$ cat src/rtl/inv_mix_columns_seq.sv
// Per-byte GF(2^8) products {09,0b,0d,0e} of one state byte, 0x1B reduction.
// Latency: combinational.
// Backpressure: none, pure function of its input.
module inv_mul_bytes (
    input  logic [7:0] a,
    output logic [7:0] m09,
    output logic [7:0] m0b,
    output logic [7:0] m0d,
    output logic [7:0] m0e
);
    function automatic logic [7:0] xt(input logic [7:0] b);
        return {b[6:0], 1'b0} ^ (b[7] ? 8'h1b : 8'h00);
    endfunction

    logic [7:0] x2, x4, x8;

    assign x2  = xt(a);
    assign x4  = xt(x2);
    assign x8  = xt(x4);
    assign m09 = x8 ^ a;
    assign m0b = x8 ^ x2 ^ a;
    assign m0d = x8 ^ x4 ^ a;
    assign m0e = x8 ^ x4 ^ x2;
endmodule

// Sequential AES InvMixColumns, COLS_PER_CYCLE columns per BUSY cycle.
// Latency: 4/COLS_PER_CYCLE BUSY cycles after the accept edge, then DONE.
// Backpressure: result held in DONE until out_ready; in_ready only in IDLE.
module inv_mix_columns_seq #(
    parameter int COLS_PER_CYCLE = 1
) (
    input  logic         clk,
    input  logic         rst_n,
    input  logic         in_valid,
    output logic         in_ready,
    input  logic [127:0] state_in,
    output logic         out_valid,
    input  logic         out_ready,
    output logic [127:0] state_out,
    output logic         busy
);
    if (COLS_PER_CYCLE != 1 && COLS_PER_CYCLE != 2 && COLS_PER_CYCLE != 4) begin : g_bad_cols
        $error("inv_mix_columns_seq: COLS_PER_CYCLE must be 1, 2 or 4");
    end

    // STEP wraps to 0 for 4 columns per cycle, so col stays at 0 there.
    localparam logic [1:0] STEP = 2'(COLS_PER_CYCLE % 4);
    localparam logic [1:0] LAST = 2'(4 - COLS_PER_CYCLE);

    typedef enum logic [1:0] {IDLE, BUSY, DONE} fsm_t;

    fsm_t         state_q, state_d;
    logic [1:0]   col_q, col_d;
    logic         rdy_en_q;
    logic [127:0] work_q;
    logic [31:0]  res_q   [4];
    logic [31:0]  wcol    [4];
    logic [31:0]  col_res [COLS_PER_CYCLE];
    logic [1:0]   col_idx [COLS_PER_CYCLE];
    logic         accept;

    assign in_ready  = rdy_en_q && (state_q == IDLE);
    assign accept    = in_valid && in_ready;
    assign busy      = (state_q == BUSY);
    assign out_valid = (state_q == DONE);
    assign state_out = {res_q[0], res_q[1], res_q[2], res_q[3]};

    for (genvar c = 0; c < 4; c++) begin : g_wcol
        assign wcol[c] = work_q[127 - 32*c -: 32];
    end

    for (genvar k = 0; k < COLS_PER_CYCLE; k++) begin : g_col
        logic [7:0] s   [4];
        logic [7:0] p09 [4];
        logic [7:0] p0b [4];
        logic [7:0] p0d [4];
        logic [7:0] p0e [4];

        assign col_idx[k] = col_q + 2'(k);

        for (genvar b = 0; b < 4; b++) begin : g_byte
            assign s[b] = wcol[col_idx[k]][31 - 8*b -: 8];
            inv_mul_bytes u_mul (
                .a   (s[b]),
                .m09 (p09[b]),
                .m0b (p0b[b]),
                .m0d (p0d[b]),
                .m0e (p0e[b])
            );
        end

        assign col_res[k] = {p0e[0] ^ p0b[1] ^ p0d[2] ^ p09[3],
                             p09[0] ^ p0e[1] ^ p0b[2] ^ p0d[3],
                             p0d[0] ^ p09[1] ^ p0e[2] ^ p0b[3],
                             p0b[0] ^ p0d[1] ^ p09[2] ^ p0e[3]};
    end

    always_comb begin
        state_d = state_q;
        col_d   = col_q;
        unique case (state_q)
            IDLE: begin
                if (accept) begin
                    state_d = BUSY;
                    col_d   = '0;
                end
            end
            BUSY: begin
                if (col_q == LAST) begin
                    state_d = DONE;
                    col_d   = '0;
                end else begin
                    col_d = col_q + STEP;
                end
            end
            DONE: begin
                if (out_ready) state_d = IDLE;
            end
            default: begin
                state_d = IDLE;
                col_d   = '0;
            end
        endcase
    end

    always_ff @(posedge clk or negedge rst_n) begin
        if (!rst_n) begin
            state_q  <= IDLE;
            col_q    <= '0;
            rdy_en_q <= 1'b0;
            work_q   <= '0;
            for (int i = 0; i < 4; i++) res_q[i] <= '0;
        end else begin
            state_q  <= state_d;
            col_q    <= col_d;
            rdy_en_q <= 1'b1;
            if (accept) work_q <= state_in;
            if (state_q == BUSY) begin
                for (int k = 0; k < COLS_PER_CYCLE; k++) res_q[col_idx[k]] <= col_res[k];
            end
        end
    end
endmodule

$ cat config.mk
export PLATFORM = sky130hd
export DESIGN_NAME = inv_mix_columns_seq
export DESIGN_NICKNAME = d
export VERILOG_FILES = /design/src/rtl/inv_mix_columns_seq.sv
export SDC_FILE = /design/constraint.sdc
export NUM_CORES = 1
export LEC_CHECK = 0
export CORE_ASPECT_RATIO = 0.8
export CORE_UTILIZATION = 46
export CTS_BUF_LIST = sky130_fd_sc_hd__clkbuf_8 sky130_fd_sc_hd__clkbuf_16
export DETAILED_ROUTE_END_ITERATION = 10
export MAX_ROUTING_LAYER = met4
export PLACE_DENSITY_LB_ADDON = 0.2
export RECOVER_POWER = 100
export SYNTH_ARGS = -nofsm -noshare
export SYNTH_HDL_FRONTEND = slang
export SYNTH_SLANG_ARGS = --single-unit
$ cat constraint.sdc
create_clock -name clk -period 2.7 [get_ports clk]
set_input_delay 0.54 -clock clk [delete_from_list [all_inputs] [get_ports clk]]
set_output_delay 0.54 -clock clk [all_outputs]
set_load 0.01 [all_outputs]
== Word level (Yosys, flattened, before mapping) ==
Index checks and enable logic that the tools add are counted.
Word-level totals
  bits in registers: 261
  output and inout port bits: 131
Cells by class
  add/sub/neg operators: 1
  reductions and logical operators: 6
  bitwise logic cells: 50
  eq/ne operators: 6
  mux-type cells: 25
  order comparisons: 2
Operators by type and width (count)
  bitwise XOR 8 bit: 48
  bitwise mux 128 bit: 1
  2-to-1 mux 32 bit: 3
  binary-select mux 32 bit (select 2 bit): 1
  demux 32 bit (select 2 bit): 1
  2-to-1 mux 5 bit: 12
  case mux 2 bit (3 select lines): 2
  2-to-1 mux 2 bit: 5
  == test 2 bit, second input constant: 2
  inequality test 2 x 1 -> 1 bit, second input constant: 2
  greater-or-equal comparator 3 bit, second input constant: 1
  logical AND 1 bit: 3
  < comparator 3 x 1 -> 1 bit, second input constant: 1
  inverter 2 -> 3 bit: 1
  AND reduction 3 bit: 1
  adder 2 x 1 -> 2 bit, second input constant: 1
  == test 2 x 1 -> 1 bit, second input constant: 1
  zero test 2 bit: 1
  inequality test 2 bit, second input constant: 1
  AND reduction 2 bit: 1
  inverter 1 bit: 1

== Longest topological paths before layout ==
Gate-level depths: netlist of run 1.
  word-level depth: 16
  mapped depth: 11
  mapped depth without buffers: 7

== Modules after synthesis ==
Synthesis of run 1 repeated with hierarchy kept, for this count alone.
Second synthesis, totals
  cell total of the unflattened synthesis: 1048
  area total of the unflattened synthesis: 14083.5 sq um
By module, submodules not included
  inv_mix_columns_seq: cells each 844, instances 1, area an instance 11491.0 sq um, sequential area each 6531.3 sq um
  inv_mul_bytes: cells each 51, instances 4, area an instance 648.1 sq um, sequential area each 0.0 sq um

== Least setup slack after synthesis of run 1 ==
OpenSTA, ideal clock, no wires.
  kind: reg2reg
  start point: reg col_q[0]
  end point: reg res_q (netlist bit state_out[35])
  period minus slack after synthesis: 2.821 ns
  path buffers: 2
  arrival time: 2.692 ns
  data required time: 2.570 ns
  stages on the path, launching flop included: 10
  setup time: 0.130 ns
  setup slack: -0.121 ns
  path through: dfrtp_1 -> buf_6 -> buf_12 -> mux4_2 -> xnor2_1 -> xnor2_1 -> xor2_1 -> xor2_1 -> xor2_1 -> o21ai_1
Between the ends
  cells in the longest elaborated chain, start to end: 14
  elaborated cells between the ends (all ways): 42
  those cells by class: order compare: 2; mux: 16; bitwise: 23; reduce/logical: 1
Ends and longest elaborated chain
  start: declaration: RTL line 53  | logic [1:0] col_q, col_d;
  start signal: assignment: RTL line 135  | col_q <= col_d;
  inverter 2 -> 3 bit (not written as such) *: RTL line 82, 139
  binary-select mux 32 bit (select 2 bit): RTL line 82  | assign s[b] = wcol[col_idx[k]][31 - 8*b -: 8];
  2-to-1 mux 32 bit (not written as such) (2 in a row): RTL line 82
  2-to-1 mux 5 bit or bitwise XOR 8 bit (tied branches): RTL line 12  | return {b[6:0], 1'b0} ^ (b[7] ? 8'h1b : 8'h00);
  bitwise XOR 8 bit: RTL line 12
  bitwise XOR 8 bit or 2-to-1 mux 5 bit (tied branches): RTL line 12
  bitwise XOR 8 bit: RTL line 12
  bitwise XOR 8 bit (on tied branches) (2 in a row): RTL line 21, 22
  bitwise XOR 8 bit (3 in a row): RTL line 95  | p0b[0] ^ p0d[1] ^ p09[2] ^ p0e[3]};
  bitwise mux 128 bit *: RTL line 139  | for (int k = 0; k < COLS_PER_CYCLE; k++) res_q[col_idx[k]] <= col_res[k];
  end: declaration: RTL line 56  | logic [31:0] res_q [4];
Mark *: on every way between the ends. The rest lies on a longest branch, timed or not. The select of a mux whose other input is x is not followed.
A chain may end at the register's enable or synchronous reset.

== Worst setup path after layout of run 1 ==
  start point: reg col_q[0]
  end point: reg res_q (netlist bit state_out[69])
Between the ends
  cells in the longest elaborated chain, start to end: 14
  elaborated cells between the ends (all ways): 40
  those cells by class: order compare: 2; mux: 14; bitwise: 23; reduce/logical: 1
Ends and longest elaborated chain (RTL line)
  inverter 2 -> 3 bit (not written as such) *: 82, 139
  binary-select mux 32 bit (select 2 bit): 82
  2-to-1 mux 32 bit (not written as such) (2 in a row): 82
  2-to-1 mux 5 bit or bitwise XOR 8 bit (tied branches): 12
  bitwise XOR 8 bit or 2-to-1 mux 5 bit (tied branches): 12
  bitwise XOR 8 bit (2 in a row): 12
  bitwise XOR 8 bit (on tied branches) (2 in a row): 21, 22
  bitwise XOR 8 bit (3 in a row): 95
  bitwise mux 128 bit *: 139
Marked as above.

==> results by group, run 1 <==
Global routing
  • Largest net degree at the start of global routing: 69
  • First-pass GRT wire length: ~52 mm
  • Total track usage: 0.2577
  • Vias in the first global route: 8976
  • Gr ovfl total: 0
  • Initial antenna violation count: 1

Clock tree
  • Total CTS buffers: 27
  • Root buffer cell: clkbuf_16
  • CTS H-Tree Depth: 1
  • Worst-path clk slew: around 0.060 ns
  • CTS tree: yes
  • Clock Tree Buf Depth: 3
  • Clock net sink count: 261
  • Clock Latency Late Sink: 0.53 ns

Critical path
  • CP required: roughly 3.1 ns
  • Worst setup EP type: register
  • R2R depth: 10
  • Data arrival, critical path: 3.43 ns
  • R2r endpoint: state_out[69]
  • Worst setup path class: reg2reg
  • Critical R2R Launch: col_q[0]
  • Worst-path maximum fanout: 7
  • R2R setup slack: -0.33 ns
  • Crit start category: register

Synthesis
  • Post-synthesis register bit count: 261
  • Synth unique cells: 33
  • Average size of a mapped cell: 12.90 sq um
  • Post-Syn Nets: about 1100
  • Most frequent cell after synthesis: dfrtp_1
  • Most frequent cells after synthesis: dfrtp_1, nand2_1, xnor2_1
  • Top cell type's share of synthesized area: 0.5312
  • Number of synthesized flops with an enable pin: 0
  • Synth async-reset ratio: 1.000
  • Mapped cell area: 0.01230 sq mm
  • Yosys warning total: 0
  • Synth area leaders: dfrtp_1, mux2_2, xnor2_1
  • Cell accounting for the most synthesized area: dfrtp_1
  • Synth Instances: 953
  • Register area share after synthesis: 0.5312
  • Main synth FF type: dfrtp_1

Drt
  • Final wirelength: approximately 36 mm
  • Routed len/inst: slightly above 20 um
  • DR vias: 8859
  • Drt via density: 5.127
  • Initial DRT Pass Iterations: 5
  • DRC errors left: 0
  • Initial DRC Count: 618
  • Antenna viol nets, final: 0

Die
  • # rows: 53
  • Die Y-Extent: 148.2 um
  • Starting density of the core: 0.4682
  • Core area: 0.02626 sq mm
  • Horiz. Die Dim: 184.8 um
  • I/O pin count: roughly 260
  • Die area: around 0.027 sq mm

Layout
  • Fill cells: 1697
  • Layout cells sized above 1: 0.3847
  • Final #Nets: 1487
  • Final Non-Filler Cells: 1728
  • Layout area overhead: 54.38%

Hold path
  • Worst hold path type: reg2reg
  • Worst hold path endpoint: state_out[122]
  • Hold path startpoint: state_out[122]
  • Min-Delay Path Depth: 2

Timing
  • Max Slew Vio Count: 68
  • RSZ-0062 raised after global routing: yes
  • Final Setup Violations: roughly 130
  • Worst Max-Slew Pin Slew: 1.753 ns
  • Final period demand of the worst path: 3.027 ns
  • Final Cycle Share: 1.121
  • Setup TNS: -22.61 ns
  • Final hold viol count: 0
  • Worst clock skew: ~0.012 ns
  • Max Freq: 330.4 MHz
  • Rel. slew slack: -0.1689
  • Final critical-path setup slack: -0.3269 ns

Flow run
  • Max_cap viols: 1

Placed design
  • Pre-CTS WS: -0.3268 ns
  • RePlAce Congestion: roughly 0.94
  • HPWL Detailed: around 23 mm
  • Placed cell count: around 1600
  • Port bufs: 262

Status
  • Outcome: finished, violations left
  • Failing checks: max-capacitance violations, max-slew violations, negative setup slack
==> registers in the layout (all words and copies together), names as in the netlist <==
signal and cells:
wcol 128, state_out 128, rdy_en_q 1, col_q 2, state_q 2
==> worst max-delay path, cell delays in order, from the launching register on <==
cell     delay (ns)
dfrtp_2        0.43
buf_6          0.12
buf_12         0.12
mux4_2         0.58
buf_6          0.17
xnor2_4        0.21
xnor3_1        0.39
xnor2_2        0.19
xnor2_4        0.36
xnor2_4        0.20
o21ai_1        0.10
==> metal layers <==
layer	GRT usage	vias to the layer above	part of all wire
met4	0.05248	0	0.032
met2	0.4006	289	0.49
met5	-	-	0
li1	-	4051	-
met3	0.05730	78	0.063
met1	0.3495	4441	0.42
==> layout make-up <==
class                   count  area (sq um)  share of cell area
flip-flops and latches    261          6534              0.3442
clock inverters            15         146.4            0.007712
repair buffers            426          4210              0.2218
diodes                      1         2.502           0.0001318
well taps                 357         446.7             0.02353
multi-input cells         631          6869              0.3619
inverters                   4         15.01           0.0007910
clock buffers              33         758.2             0.03994
==> layout by cell type, fill, tap and decap left out, types with 2 or more instances in the layout <==
cell type        synthesis  routed
clkdlybuf4s50_1          0     130
clkbuf_4                 0       3
nand2b_1                 2       2
xnor2_1                130      48
clkinv_2                 0       5
xnor3_2                  1       2
nand2_2                  0       4
xor2_1                  37      14
mux4_2                  28      31
inv_1                    3       9
clkbuf_8                 1       7
nand2_1                133     129
xnor3_1                  3       2
dfrtp_2                  0       2
ha_1                     4       4
bufinv_16                0       3
buf_4                    4     106
dfrtp_1                261     259
xnor2_2                 18      66
buf_12                   2      18
mux2_2                 128     128
xnor2_4                  5      39
xor2_4                   0      13
buf_6                    2      33
dlygate4sd3_1            0     132
o21ai_1                 33      87
o21ai_2                  0      26
xor2_2                   1      11
o21ai_0                 96      16
clkbuf_16                0      27
==> worst max-delay path by stage <==
| stage | startpoint | endpoint | slack (ns) | cells after the start |
|---|---|---|---|---|
| 2_1_floorplan | col_q[0] | state_out[52] | -0.09 | 8 |
| 3_3_place_gp | col_q[0] | state_out[21] | -0.28 | 9 |
| 3_5_place_dp | col_q[0] | state_out[83] | -0.33 | 10 |
| 4_1_cts | col_q[0] | state_out[84] | -0.20 | 11 |
| 5_1_grt | col_q[0] | state_out[84] | -0.44 | 11 |
| 6_report | col_q[0] | state_out[69] | -0.33 | 10 |
==> cells by family (layout without fill, tap and decap cells) <==
kind of cell    count (synthesis)  after routing  synth area share
mux                           160            160            0.1771
compound gates                132            132           0.05444
simple gates                  138            138           0.04304
buf+inv                        61            478           0.02524
other cells                     1              2         0.0003050
xor+xnor                      196            196            0.1646
fa+ha+maj                       4              4          0.004071
flops                         261            261            0.5312
==> per-stage QoR <==
step	utilization	cell area, sq um	hold WS, ns
after floorplan	-	12400	0.2444
after global placement	0.6194	16270	0.4608
after CTS	0.6983	18340	0.4769
after global routing	0.7228	18980	0.4941
final	0.7228	18980	0.4697
after detailed placement	0.6194	16270	0.4694
==> repair_timing <==
item | 4_1_cts | 5_1_grt
setup endpoints to repair | 128 | 128
pin swaps | 70 | 64
resized for setup | 178 | 106
setup buffers | 23 | 24
hold endpoints to repair | 46 | 0
hold buffers | 1 | 0
gates cloned | 1 | 0
Power of run 1 is left out: the tool's default activity adds up to more than one toggle a clock period on the data nets, which glitch-free logic cannot reach.
==> inputs of run 2 (changes only) <==
--- a/config.mk
+++ b/config.mk
@@ -6,7 +6,7 @@
 export NUM_CORES = 1
 export LEC_CHECK = 0
 export CORE_ASPECT_RATIO = 0.8
-export CORE_UTILIZATION = 46
+export CORE_UTILIZATION = 53
 export CTS_BUF_LIST = sky130_fd_sc_hd__clkbuf_8 sky130_fd_sc_hd__clkbuf_16
 export DETAILED_ROUTE_END_ITERATION = 10
 export MAX_ROUTING_LAYER = met4
==> constraint.sdc (replaced) <==
create_clock -name clk -period 3.8 [get_ports clk]
set_input_delay 0.76 -clock clk [delete_from_list [all_inputs] [get_ports clk]]
set_output_delay 0.76 -clock clk [all_outputs]
set_load 0.01 [all_outputs]
==> results by group, run 2 (same netlist as run 1, synthesis figures left out) <==
Layout
  • Most frequent cells in the layout: dfrtp_1, xnor2_1, dlygate4sd3_1 (was dfrtp_1, dlygate4sd3_1, clkdlybuf4s50_1)
  • Layout area overhead: 30.43% (was 54.38%)
  • Most common cell after layout, fill and taps aside: dfrtp_1 (unchanged)
  • ANT cells: 0 (was 1)
  • Final #Nets: 1347 (was 1487)
  • Final Non-Filler Cells: 1535 (was 1728)
  • Layout cells sized above 1: 0.1969 (was 0.3847)

Clock tree
  • Clock net sink count: 261 (unchanged)
  • Worst-path clk slew: 0.06 ns (about the same)
  • Clock Tree Buf Depth: 3 (unchanged)
  • Root buffer cell: clkbuf_16 (unchanged)
  • CTS tree: yes (unchanged)
  • CTS H-Tree Depth: 1 (unchanged)
  • # resized after CTS: 0 (was 178)
  • Total CTS buffers: 26 (was 27)
  • Setup bufs post-CTS: 0 (was 23)
  • Hold Buf Count CTS: 0 (was 1)
  • Clock Latency Late Sink: 0.52 ns (was 0.53 ns)

Placed design
  • Port bufs: 262 (unchanged)
  • Placed cell count: 1489 (was 1639)
  • HPWL Detailed: 21.93 mm (was 23.40 mm)
  • RePlAce Congestion: 0.9289 (was 0.9431)

Critical path
  • Worst setup path class: reg2reg (unchanged)
  • CP max stage delay: 0.72 ns (was 0.58 ns)
  • Crit start category: register (unchanged)
  • Worst setup EP type: register (unchanged)
  • CP required: 4.16 ns (was 3.11 ns)
  • R2R setup slack: 0.23 ns (was -0.33 ns)
  • Data arrival, critical path: 3.93 ns (was 3.43 ns)
  • Crit-path slowest cell: dfrtp_2 (was mux4_2)
  • Worst-path cell chain: buf_12, mux4_2, xnor2_2, xnor2_2, xnor2_4, xnor2_1, xnor2_1, o21ai_0 (was buf_6, buf_12, mux4_2, buf_6, xnor2_4, xnor3_1, xnor2_2, xnor2_4, xnor2_4, o21ai_1)
  • Worst-path maximum fanout: 17 (was 7)

Global routing
  • Gr busiest metal: met2 (unchanged)
  • Gr ovfl total: 0 (unchanged)
  • GR met2 Demand/Resource: 0.4009 (was 0.4006)
  • Vias in the first global route: 8204 (was 8976)
  • Grt met3 use: 0.04094 (was 0.05730)
  • Global-route track usage on met1: 0.3915 (was 0.3495)
  • First-pass GRT wire length: 47.15 mm (was 52.14 mm)
  • Largest net degree at the start of global routing: 115 (was 69)
  • Total track usage: 0.2666 (was 0.2577)
  • Initial antenna violation count: 0 (was 1)

Die
  • Core area: 0.02262 sq mm (was 0.02626 sq mm)
  • I/O pin count: 263 (unchanged)
  • # rows: 49 (was 53)
  • Horiz. Die Dim: 172.3 um (was 184.8 um)
  • Starting density of the core: 0.5435 (was 0.4682)
  • Die area: 0.02382 sq mm (was 0.02739 sq mm)
  • Die Y-Extent: 138.2 um (was 148.2 um)

Timing
  • Final Cycle Share: 0.9407 (was 1.121)
  • Max Slew Vio Count: 113 (was 68)
  • Final Setup Violations: 0 (was 127)
  • Final period demand of the worst path: 3.574 ns (was 3.027 ns)
  • Worst Max-Slew Pin Slew: 2.893 ns (was 1.753 ns)
  • Final hold viol count: 0 (unchanged)
  • Rel. slew slack: -0.9289 (was -0.1689)
  • Setup TNS: 0 ns (was -22.61 ns)
  • Max Freq: 279.8 MHz (was 330.4 MHz)
  • Worst clock skew: 0.01170 ns (was 0.01247 ns)
  • RSZ-0062 raised after global routing: no (was yes)

Drt
  • Final wirelength: 29.65 mm (was 35.68 mm)
  • DRC errors left: 0 (unchanged)
  • Antenna viol nets, final: 0 (unchanged)
  • DR vias: 8136 (was 8859)
  • Routed len/inst: 19.31 um (was 20.65 um)
  • Initial DRT Pass Iterations: 5 (unchanged)
  • Initial DRC Count: 500 (was 618)
  • Drt via density: 5.300 (was 5.127)

Status
  • Failing checks: max-capacitance violations, max-slew violations (was max-capacitance violations, max-slew violations, negative setup slack)
  • Outcome: finished, violations left (unchanged)

Flow run
  • Max_cap viols: 1 (unchanged)

Hold path
  • Worst hold path type: reg2reg (unchanged)
run 2: cell count changes in the layout (fill, tap and decap cells not counted), moves of 26 or more:
cell,change
xnor2_2,-55
xnor2_4,-34
o21ai_1,-83
o21ai_0,+109
buf_4,-93
xnor2_1,+89
o21ai_2,-26
buf_6,-33
run 2: through the flow:
step	instance area (sq um)	hold slack [ns]	setup WS [ns]	util
2_1_floorplan	12300	0.4644	0.9786	-
3_3_place_gp	15290	0.4597	0.2609	0.6757
3_5_place_dp	15290	0.4691	0.2176	0.6757
4_1_cts	16150	0.3425	0.1948	0.7138
5_1_grt	16040	0.4957	0.02022	0.7089
6_report	16040	0.4705	0.2255	0.7089
run 2: layer usage:
metal,up-vias,part of all wire
met2,283,0.46
met5,-,0
li1,3764,-
met4,0,0.015
met1,4049,0.47
met3,40,0.061
run 2: worst max-delay path, delay by kind of cell (launching register included):
| family | cells | cell delay [ns] |
|---|---|---|
| flip-flops | 1 | 0.72 |
| AO/OA/AOI/OAI | 1 | 0.17 |
| buffers and inverters | 1 | 0.25 |
| XOR/XNOR | 5 | 1.63 |
| multiplexers | 1 | 0.61 |
run 2: final timing paths:
kind,start,endpoint,depth (start not counted)
worst max-delay path,col_q[0],state_out[28],8
worst min-delay path,state_out[8],state_out[8],2
worst max register to register,col_q[0],state_out[28],8
worst min register to register,state_out[8],state_out[8],2
max in group asynchronous,rst_n,state_out[15],2
min in group asynchronous,rst_n,state_out[72],1
run 2: final cells by class:
cell class | instances | area (sq um)
Sequential cell | 261 | 6533
Clock inverter | 8 | 35.03
Timing Repair Buffer | 287 | 2831
Fill cell | 1579 | 6586
Clock buffer | 38 | 827.0
Multi-Input combinational cell | 631 | 5413
Tap cell | 306 | 382.9
Inverter | 4 | 15.01
Power of run 2 is left out for the same reason.
==> inputs of run 3 (changes only) <==
--- a/config.mk
+++ b/config.mk
@@ -9,9 +9,11 @@
 export CORE_UTILIZATION = 53
 export CTS_BUF_LIST = sky130_fd_sc_hd__clkbuf_8 sky130_fd_sc_hd__clkbuf_16
 export DETAILED_ROUTE_END_ITERATION = 10
+export GPL_ROUTABILITY_DRIVEN = 0
 export MAX_ROUTING_LAYER = met4
 export PLACE_DENSITY_LB_ADDON = 0.2
 export RECOVER_POWER = 100
+export SKIP_LAST_GASP = 1
 export SYNTH_ARGS = -nofsm -noshare
 export SYNTH_HDL_FRONTEND = slang
 export SYNTH_SLANG_ARGS = --single-unit
==> results by group, run 3 (same netlist as run 1, synthesis figures left out) <==
Timing
  • Setup TNS: 0 ns (unchanged)
  • RSZ-0062 raised after global routing: no (unchanged)
  • Final hold viol count: 0 (unchanged)
  • Max Slew Vio Count: 231 (was 113)
  • Worst Max-Slew Pin Slew: 2.318 ns (was 2.893 ns)
  • Final Cycle Share: 0.9383 (was 0.9407)
  • Worst clock skew: 0.01411 ns (was 0.01170 ns)
  • Max Freq: 280.5 MHz (was 279.8 MHz)
  • Final period demand of the worst path: 3.565 ns (was 3.574 ns)
  • Final Setup Violations: 0 (unchanged)
  • Rel. slew slack: -0.5452 (was -0.9289)

Clock tree
  • Root buffer cell: clkbuf_16 (unchanged)
  • Clock Tree Buf Depth: 3 (unchanged)
  • Total CTS buffers: 26 (unchanged)
  • Worst-path clk slew: 0.06 ns (about the same)
  • # resized after CTS: 0 (unchanged)
  • CTS tree: yes (unchanged)
  • Setup bufs post-CTS: 0 (unchanged)
  • Clock net sink count: 261 (unchanged)
  • Clock Latency Late Sink: 0.53 ns (was 0.52 ns)
  • Hold Buf Count CTS: 0 (unchanged)
  • CTS H-Tree Depth: 1 (unchanged)

Global routing
  • Vias in the first global route: 8145 (was 8204)
  • Initial antenna violation count: 0 (unchanged)
  • Largest net degree at the start of global routing: 91 (was 115)
  • Total track usage: 0.2657 (was 0.2666)
  • First-pass GRT wire length: 47.02 mm (was 47.15 mm)
  • Gr ovfl total: 0 (unchanged)

Critical path
  • Crit start category: register (unchanged)
  • Worst setup EP type: register (unchanged)
  • CP required: 4.11 ns (was 4.16 ns)
  • Data arrival, critical path: 3.88 ns (was 3.93 ns)
  • Worst setup path class: reg2reg (unchanged)
  • Worst-path maximum fanout: 13 (was 17)

Hold path
  • Worst hold path type: reg2reg (unchanged)

Die
  • Horiz. Die Dim: 172.3 um (unchanged)
  • Core area: 0.02262 sq mm (unchanged)
  • I/O pin count: 263 (unchanged)
  • Starting density of the core: 0.5435 (unchanged)
  • Die area: 0.02382 sq mm (unchanged)
  • Die Y-Extent: 138.2 um (unchanged)
  • # rows: 49 (unchanged)

Placed design
  • DP Area: 0.01523 sq mm (was 0.01529 sq mm)
  • Port bufs: 262 (unchanged)
  • HPWL Detailed: 22.01 mm (was 21.93 mm)

Drt
  • Drt via density: 5.274 (was 5.300)
  • DR vias: 8069 (was 8136)
  • Routed len/inst: 19.38 um (was 19.31 um)
  • Initial DRT Pass Iterations: 5 (unchanged)
  • Initial DRC Count: 477 (was 500)
  • DRC errors left: 0 (unchanged)
  • Final wirelength: 29.65 mm (about the same)
  • Antenna viol nets, final: 0 (unchanged)

Flow run
  • Max_cap viols: 3 (was 1)

Layout
  • Most frequent cells in the layout: dfrtp_1, xnor2_1, dlygate4sd3_1 (unchanged)
  • Fill cells: 1568 (was 1579)
  • Final #Nets: 1341 (was 1347)
  • Final Util: 0.7099 (was 0.7089)
  • Layout cells sized above 1: 0.1961 (was 0.1969)
  • Design area: 0.01606 sq mm (was 0.01604 sq mm)
  • ANT cells: 0 (unchanged)
  • Layout area overhead: 30.61% (was 30.43%)
  • Most common cell after layout, fill and taps aside: dfrtp_1 (unchanged)

Status
  • Failing checks: max-capacitance violations, max-slew violations (unchanged)
  • Outcome: finished, violations left (unchanged)
run 3: worst max-delay path, cell delays in order (launching register included):
cell,delay (ns)
dfrtp_2,0.61
buf_4,0.26
buf_4,0.17
mux4_2,0.62
xnor2_1,0.41
xnor2_1,0.22
xnor3_1,0.47
xor2_1,0.38
o21ai_0,0.19
run 3: cell type report:
| type | count | area [sq um] | area share |
|---|---|---|---|
| Sequential cell | 261 | 6533 | 0.4068 |
| Timing Repair Buffer | 281 | 2771 | 0.1726 |
| Clock buffer | 34 | 772.0 | 0.04807 |
| Inverter | 4 | 15.01 | 0.0009349 |
| Tap cell | 306 | 382.9 | 0.02384 |
| Multi-Input combinational cell | 631 | 5423 | 0.3377 |
| Clock inverter | 13 | 162.7 | 0.01013 |
run 3: final timing paths:
| check | from | end | slack, ns | cells after the start |
|---|---|---|---|---|
| hold / removal | state_out[79] | state_out[79] | 0.47 | 2 |
| setup / recovery | col_q[0] | state_out[27] | 0.23 | 8 |
| max in group asynchronous | rst_n | wcol[88] | 0.84 | 2 |
| setup reg to reg | col_q[0] | state_out[27] | 0.23 | 8 |
| hold reg to reg | state_out[79] | state_out[79] | 0.47 | 2 |
| min in group asynchronous | rst_n | state_out[104] | 0.91 | 1 |
run 3: stage by stage:
step / worst slack (ns) / cells / hold WS (ns)
final: 0.2346 / 1530 / 0.4717
after floorplan: 0.9786 / 953 / 0.4644
after CTS: 0.3236 / 1530 / 0.2667
after global placement: 0.3279 / 1483 / 0.4603
after global routing: 0.07489 / 1530 / 0.4978
after detailed placement: 0.3550 / 1483 / 0.4696
run 3: metal layers:
| layer | track usage | wire [um] | up-vias |
|---|---|---|---|
| met5 | - | 0 | - |
| met4 | 0.05123 | 538 | 0 |
| met3 | 0.04781 | 1999 | 43 |
| met2 | 0.3947 | 13710 | 279 |
| met1 | 0.3863 | 13400 | 4010 |
| li1 | - | - | 3737 |
Power of run 3 is left out for the same reason.
==> RTL edit 1 (config.mk and constraints of run 1) <==
Re-encode `fsm_t` (3 states) as one-hot, 3 bits wide.
--- a/src/rtl/inv_mix_columns_seq.sv
+++ b/src/rtl/inv_mix_columns_seq.sv
@@ -48,5 +48,5 @@
     localparam logic [1:0] LAST = 2'(4 - COLS_PER_CYCLE);
 
-    typedef enum logic [1:0] {IDLE, BUSY, DONE} fsm_t;
+    typedef enum logic [2:0] {IDLE = 3'b001, BUSY = 3'b010, DONE = 3'b100} fsm_t;
 
     fsm_t         state_q, state_d;
Function: same outputs for any inputs over 4 cycles, from zero or initial values and one cycle with rst_n low; so few cycles prove little.
==> RTL edit 1 against run 1 <==
Critical path type unchanged. Largest cell class unchanged. Cell area up 0.38%. Sequential cell count up 1. Wire length about the same. The flow still finishes with violations (capacitance limit, slew limit, setup timing). Critical path depth unchanged. Final cell count up 0.69%. Area after synthesis up 1.2%. Core utilization down 0.088 points. Worst setup slack worse by 56 ps.
Power is left out: the tool's default activity adds up to more than one toggle a clock period on the data nets, which glitch-free logic cannot reach.
==> RTL edit 1: results (changes against run 1) <==
| Metric | Value |
|---|---|
| Largest net degree at the start of global routing | `65 (was 69)` |
| Crit Path Max Fanout | `8 (was 7)` |
| Crit path DAT | `3550 ps (was 3430 ps)` |
| Max-slew violation count | `65 (was 68)` |
| Share of layout cells above drive strength 1 | `0.393 (was 0.385)` |
| Status | `complete, but fails checks (unchanged)` |
| Max-Cap Viols | `1 (unchanged)` |
| Placed Area | `16400 um2 (was 16300 um2)` |
| WL/cell | `20.5 um (was 20.6 um)` |
| DRT iter0 DRCs | `517 (was 618)` |
| Pre-CTS setup slack | `-359 ps (was -327 ps)` |
| Mean Syn Cell Area | `13.2 um2 (was 12.9 um2)` |
| Inserted Clock Buffers | `26 (was 27)` |
| DPL Wire Length | `24.1 mm (was 23.4 mm)` |
| GPL Wtd Cong | `0.874 (was 0.943)` |
| Setup violators final | `121 (was 127)` |
| Least-Margin Pin Slew | `1690 ps (was 1750 ps)` |
| Vias in the first global route | `8933 (was 8976)` |
| Failing checks | `capacitance limit, slew limit, setup timing (unchanged)` |
| Layout fillers | `1747 (was 1697)` |
| Gr usage total | `0.257 (was 0.258)` |
| Post-Route Skew | `10.6 ps (was 12.5 ps)` |
| Non-filler cells, final | `1740 (was 1728)` |
| Net Count, Synth | `1079 (was 1089)` |
| Final Net Count | `1499 (was 1487)` |
| First-pass GRT wire length | `52.0 mm (was 52.1 mm)` |
| Vias/cell | `5.20 (was 5.13)` |
| Final worst slack | `-382 ps (was -327 ps)` |
| Router iterations before antenna repair | `4 (was 5)` |
| Inst Count DP | `1631 (was 1639)` |
| Seq/Total Area, Yosys | `0.527 (was 0.531)` |
## RTL edit 1: cell types whose count changed after synthesis, moves of 3 or more
cell and delta:
buf_2 +4, buf_4 -3, clkbuf_1 -4, nor2_1 +4, o21ai_0 -10, o21ai_1 +10, xnor2_1 -27, xnor2_2 -4
xnor3_1 +17, xnor3_2 +5, xor2_1 -7
## RTL edit 1: path summary, 6_finish.rpt
kind | slack [ps] | endpoint | start | depth (start not counted)
max | -380 | state_out[51] | col_q[0] | 10
min | 470 | state_out[33] | state_out[33] | 2
max reg2reg | -380 | state_out[51] | col_q[0] | 10
min reg2reg | 470 | state_out[33] | state_out[33] | 2
max in group asynchronous | 360 | state_out[92] | rst_n | 3
min in group asynchronous | 990 | wcol[2] | rst_n | 2
## RTL edit 1: layout make-up
cell class	instances	area, um2	share of cell area
Tap cell	357	447	0.0234
Clock buffer	33	758	0.0398
Multi-Input combinational cell	623	6850	0.360
Inverter	4	15.0	0.000788
Clock inverter	14	149	0.00781
Antenna cell	1	2.50	0.000131
Timing Repair Buffer	446	4270	0.224
Sequential cell	262	6560	0.344
## RTL edit 1: worst max-delay path, stage by stage, from the launching register on
cell,delay (ps)
dfrtp_2,380
buf_12,120
buf_4,130
buf_12,140
mux4_2,590
xnor2_2,280
xnor3_1,410
xnor3_2,500
xnor2_2,170
buf_4,160
o21ai_2,130
## RTL edit 1: per-stage QoR
stage / setup TNS [ps] / utilization
floorplan: -5930 / -
global placement: -14750 / 0.623
detailed placement: -19140 / 0.623
CTS: -23680 / 0.691
global route: -35810 / 0.722
finish: -26140 / 0.722
## RTL edit 1: repair_timing
action,4_1_cts,5_1_grt
endpoints found under the setup margin,128,130
setup buffers,44,22
pin swaps,87,59
resized for setup,129,144
gates cloned,0,0
hold buffers,1,0
hold endpoints to repair,57,0
## RTL edit 1: cell families (layout without fill, tap and decap cells)
group                      after synthesis  after routing  synth area share
xor gates and xnor gates               180            180             0.173
adders and majority gates                4              4           0.00402
DFF                                    262            262             0.527
AOI/OAI and AO/OA                      135            135            0.0549
and+or+nand+nor                        143            143            0.0442
other                                    1              2          0.000301
muxes                                  160            160             0.175
buffers and inverters                   58            497            0.0214
## RTL edit 1: metal layers
metal | up-vias | part of all wire | GRT usage
met4 | 0 | 0.022 | 0.0480
met5 | - | 0 | -
met1 | 4631 | 0.44 | 0.366
li1 | 4105 | - | -
met2 | 253 | 0.49 | 0.400
met3 | 54 | 0.047 | 0.0315
==> RTL edit 2 (flow settings as in run 1) <==
Made on the original files. Reset style: synchronous (`rst_n`), changed in one clocked block.
--- a/src/rtl/inv_mix_columns_seq.sv
+++ b/src/rtl/inv_mix_columns_seq.sv
@@ -124,5 +124,5 @@
     end
 
-    always_ff @(posedge clk or negedge rst_n) begin
+    always_ff @(posedge clk) begin
         if (!rst_n) begin
             state_q  <= IDLE;
Function: differs if rst_n is asserted again (counterexample within 4 cycles, from zero or initial values and one cycle with rst_n low); with rst_n held inactive, the same outputs for 4 cycles.
==> RTL edit 2 against run 1 <==
The run still ends with capacitance limit, slew limit, setup timing left. Wire length rose by 5.9%. Worst setup slack got worse by 42 ps. Cell area rose by 1.5%. First-iteration DRC count grew 18%. Hold slack worse by 4.1 ps. Global-route usage rose by 0.84 points. Sequential cell count did not move. Core utilization increased by 0.88 points. Clock skew increased by 7.5 ps. Area after synthesis is 0.45% higher. Largest cell class unchanged. Highest routed layer unchanged.
Power is left out: it rests on default switching activity, and per cell area and clock period it moved more than threefold.
==> RTL edit 2: results (changes against run 1) <==
| Metric | Value |
|---|---|
| Status | `complete, but fails checks (unchanged)` |
| Failing checks | `capacitance limit, slew limit, setup timing (unchanged)` |
| Vias in the first global route | `9356 (was 8976)` |
| Max-slew violation count | `46 (was 68)` |
| Largest net degree at the start of global routing | `89 (was 69)` |
| Synth Area in Adders | `0.00101 (was 0.00407)` |
| Initial antenna violation count | `0 (was 1)` |
| Synthesized-area fraction occupied by ao, oa, aoi and oai cells | `0.0798 (was 0.0544)` |
| Share of layout cells above drive strength 1 | `0.278 (was 0.385)` |
| Synth top cells by count | `nand2_1, dfxtp_1, a21boi_0, edfxtp_1, nor2_1 (was dfrtp_1, nand2_1, xnor2_1, mux2_2, o21ai_0)` |
| Setup violators final | `125 (was 127)` |
| Min Hold Slack | `466 ps (was 470 ps)` |
| Placed Area | `16400 um2 (was 16300 um2)` |
| Xor and xnor fraction of the mapped netlist area | `0.177 (was 0.165)` |
| Gr usage total | `0.266 (was 0.258)` |
| Seq/Total Area, Yosys | `0.527 (was 0.531)` |
| Max-Cap Viols | `1 (unchanged)` |
| Final worst slack | `-369 ps (was -327 ps)` |
| Top FF cell, synth | `dfxtp_1 (was dfrtp_1)` |
| DPL Wire Length | `24.3 mm (was 23.4 mm)` |
| GPL Wtd Cong | `0.921 (was 0.943)` |
| Synth top area cells | `edfxtp_1, dfxtp_1, nand2_1 (was dfrtp_1, mux2_2, xnor2_1)` |
| FFs w/ async S/R, synth | `0 (was 1.00)` |
| First-pass GRT wire length | `53.3 mm (was 52.1 mm)` |
| Post-synth EDFFs | `128 (was 0)` |
RTL edit 2: cell count changes in the layout (fill, tap and decap cells not counted), moves of 20 or more:
cell             run 1  this run
xnor2_1             48        28
o21ai_2             26         0
o21ai_1             87         0
edfxtp_1             0       128
nand2_1            129       263
xnor2_2             66        44
dfrtp_1            259         0
a21boi_0             0       128
mux2_2             128         0
dfxtp_1              0       131
nor2_1               1       105
RTL edit 2: what timing repair did:
action / CTS / global route
gates cloned: 1 / 0
endpoints found under the setup margin: 128 / 129
pin swaps: 53 / 88
resized for setup: 125 / 122
buffers inserted: 34 / 44
RTL edit 2: final cells by class:
type / instances / share of cell area
Multi-Input combinational cell: 756 / 0.360
Sequential cell: 261 / 0.338
Timing Repair Buffer: 457 / 0.233
Clock buffer: 30 / 0.0372
Tap cell: 357 / 0.0232
Clock inverter: 18 / 0.00760
Inverter: 4 / 0.000779
RTL edit 2: critical path: stages, from the launching register on:
cell,delay [ps]
dfxtp_4,400
buf_12,140
buf_8,100
mux4_2,530
buf_6,160
xnor3_1,360
xnor3_2,480
xor2_4,210
buf_6,150
xnor2_4,210
nor2_1,60
RTL edit 2: per-stage QoR:
| step | setup slack, ps | util | TNS (ps) | cells |
|---|---|---|---|---|
| global route | -444 | 0.732 | -38040 | 1883 |
| global placement | -255 | 0.622 | -13150 | 1767 |
| detailed placement | -258 | 0.622 | -15670 | 1767 |
| floorplan | -95.3 | - | -1320 | 1096 |
| CTS | -202 | 0.695 | -12960 | 1847 |
| finish | -369 | 0.732 | -27060 | 1883 |
RTL edit 2: final timing paths:
path	to	cells after the start
max	res_q[0][4]	10
min	wcol[55]	2
max reg2reg	res_q[0][4]	10
min reg2reg	wcol[55]	2
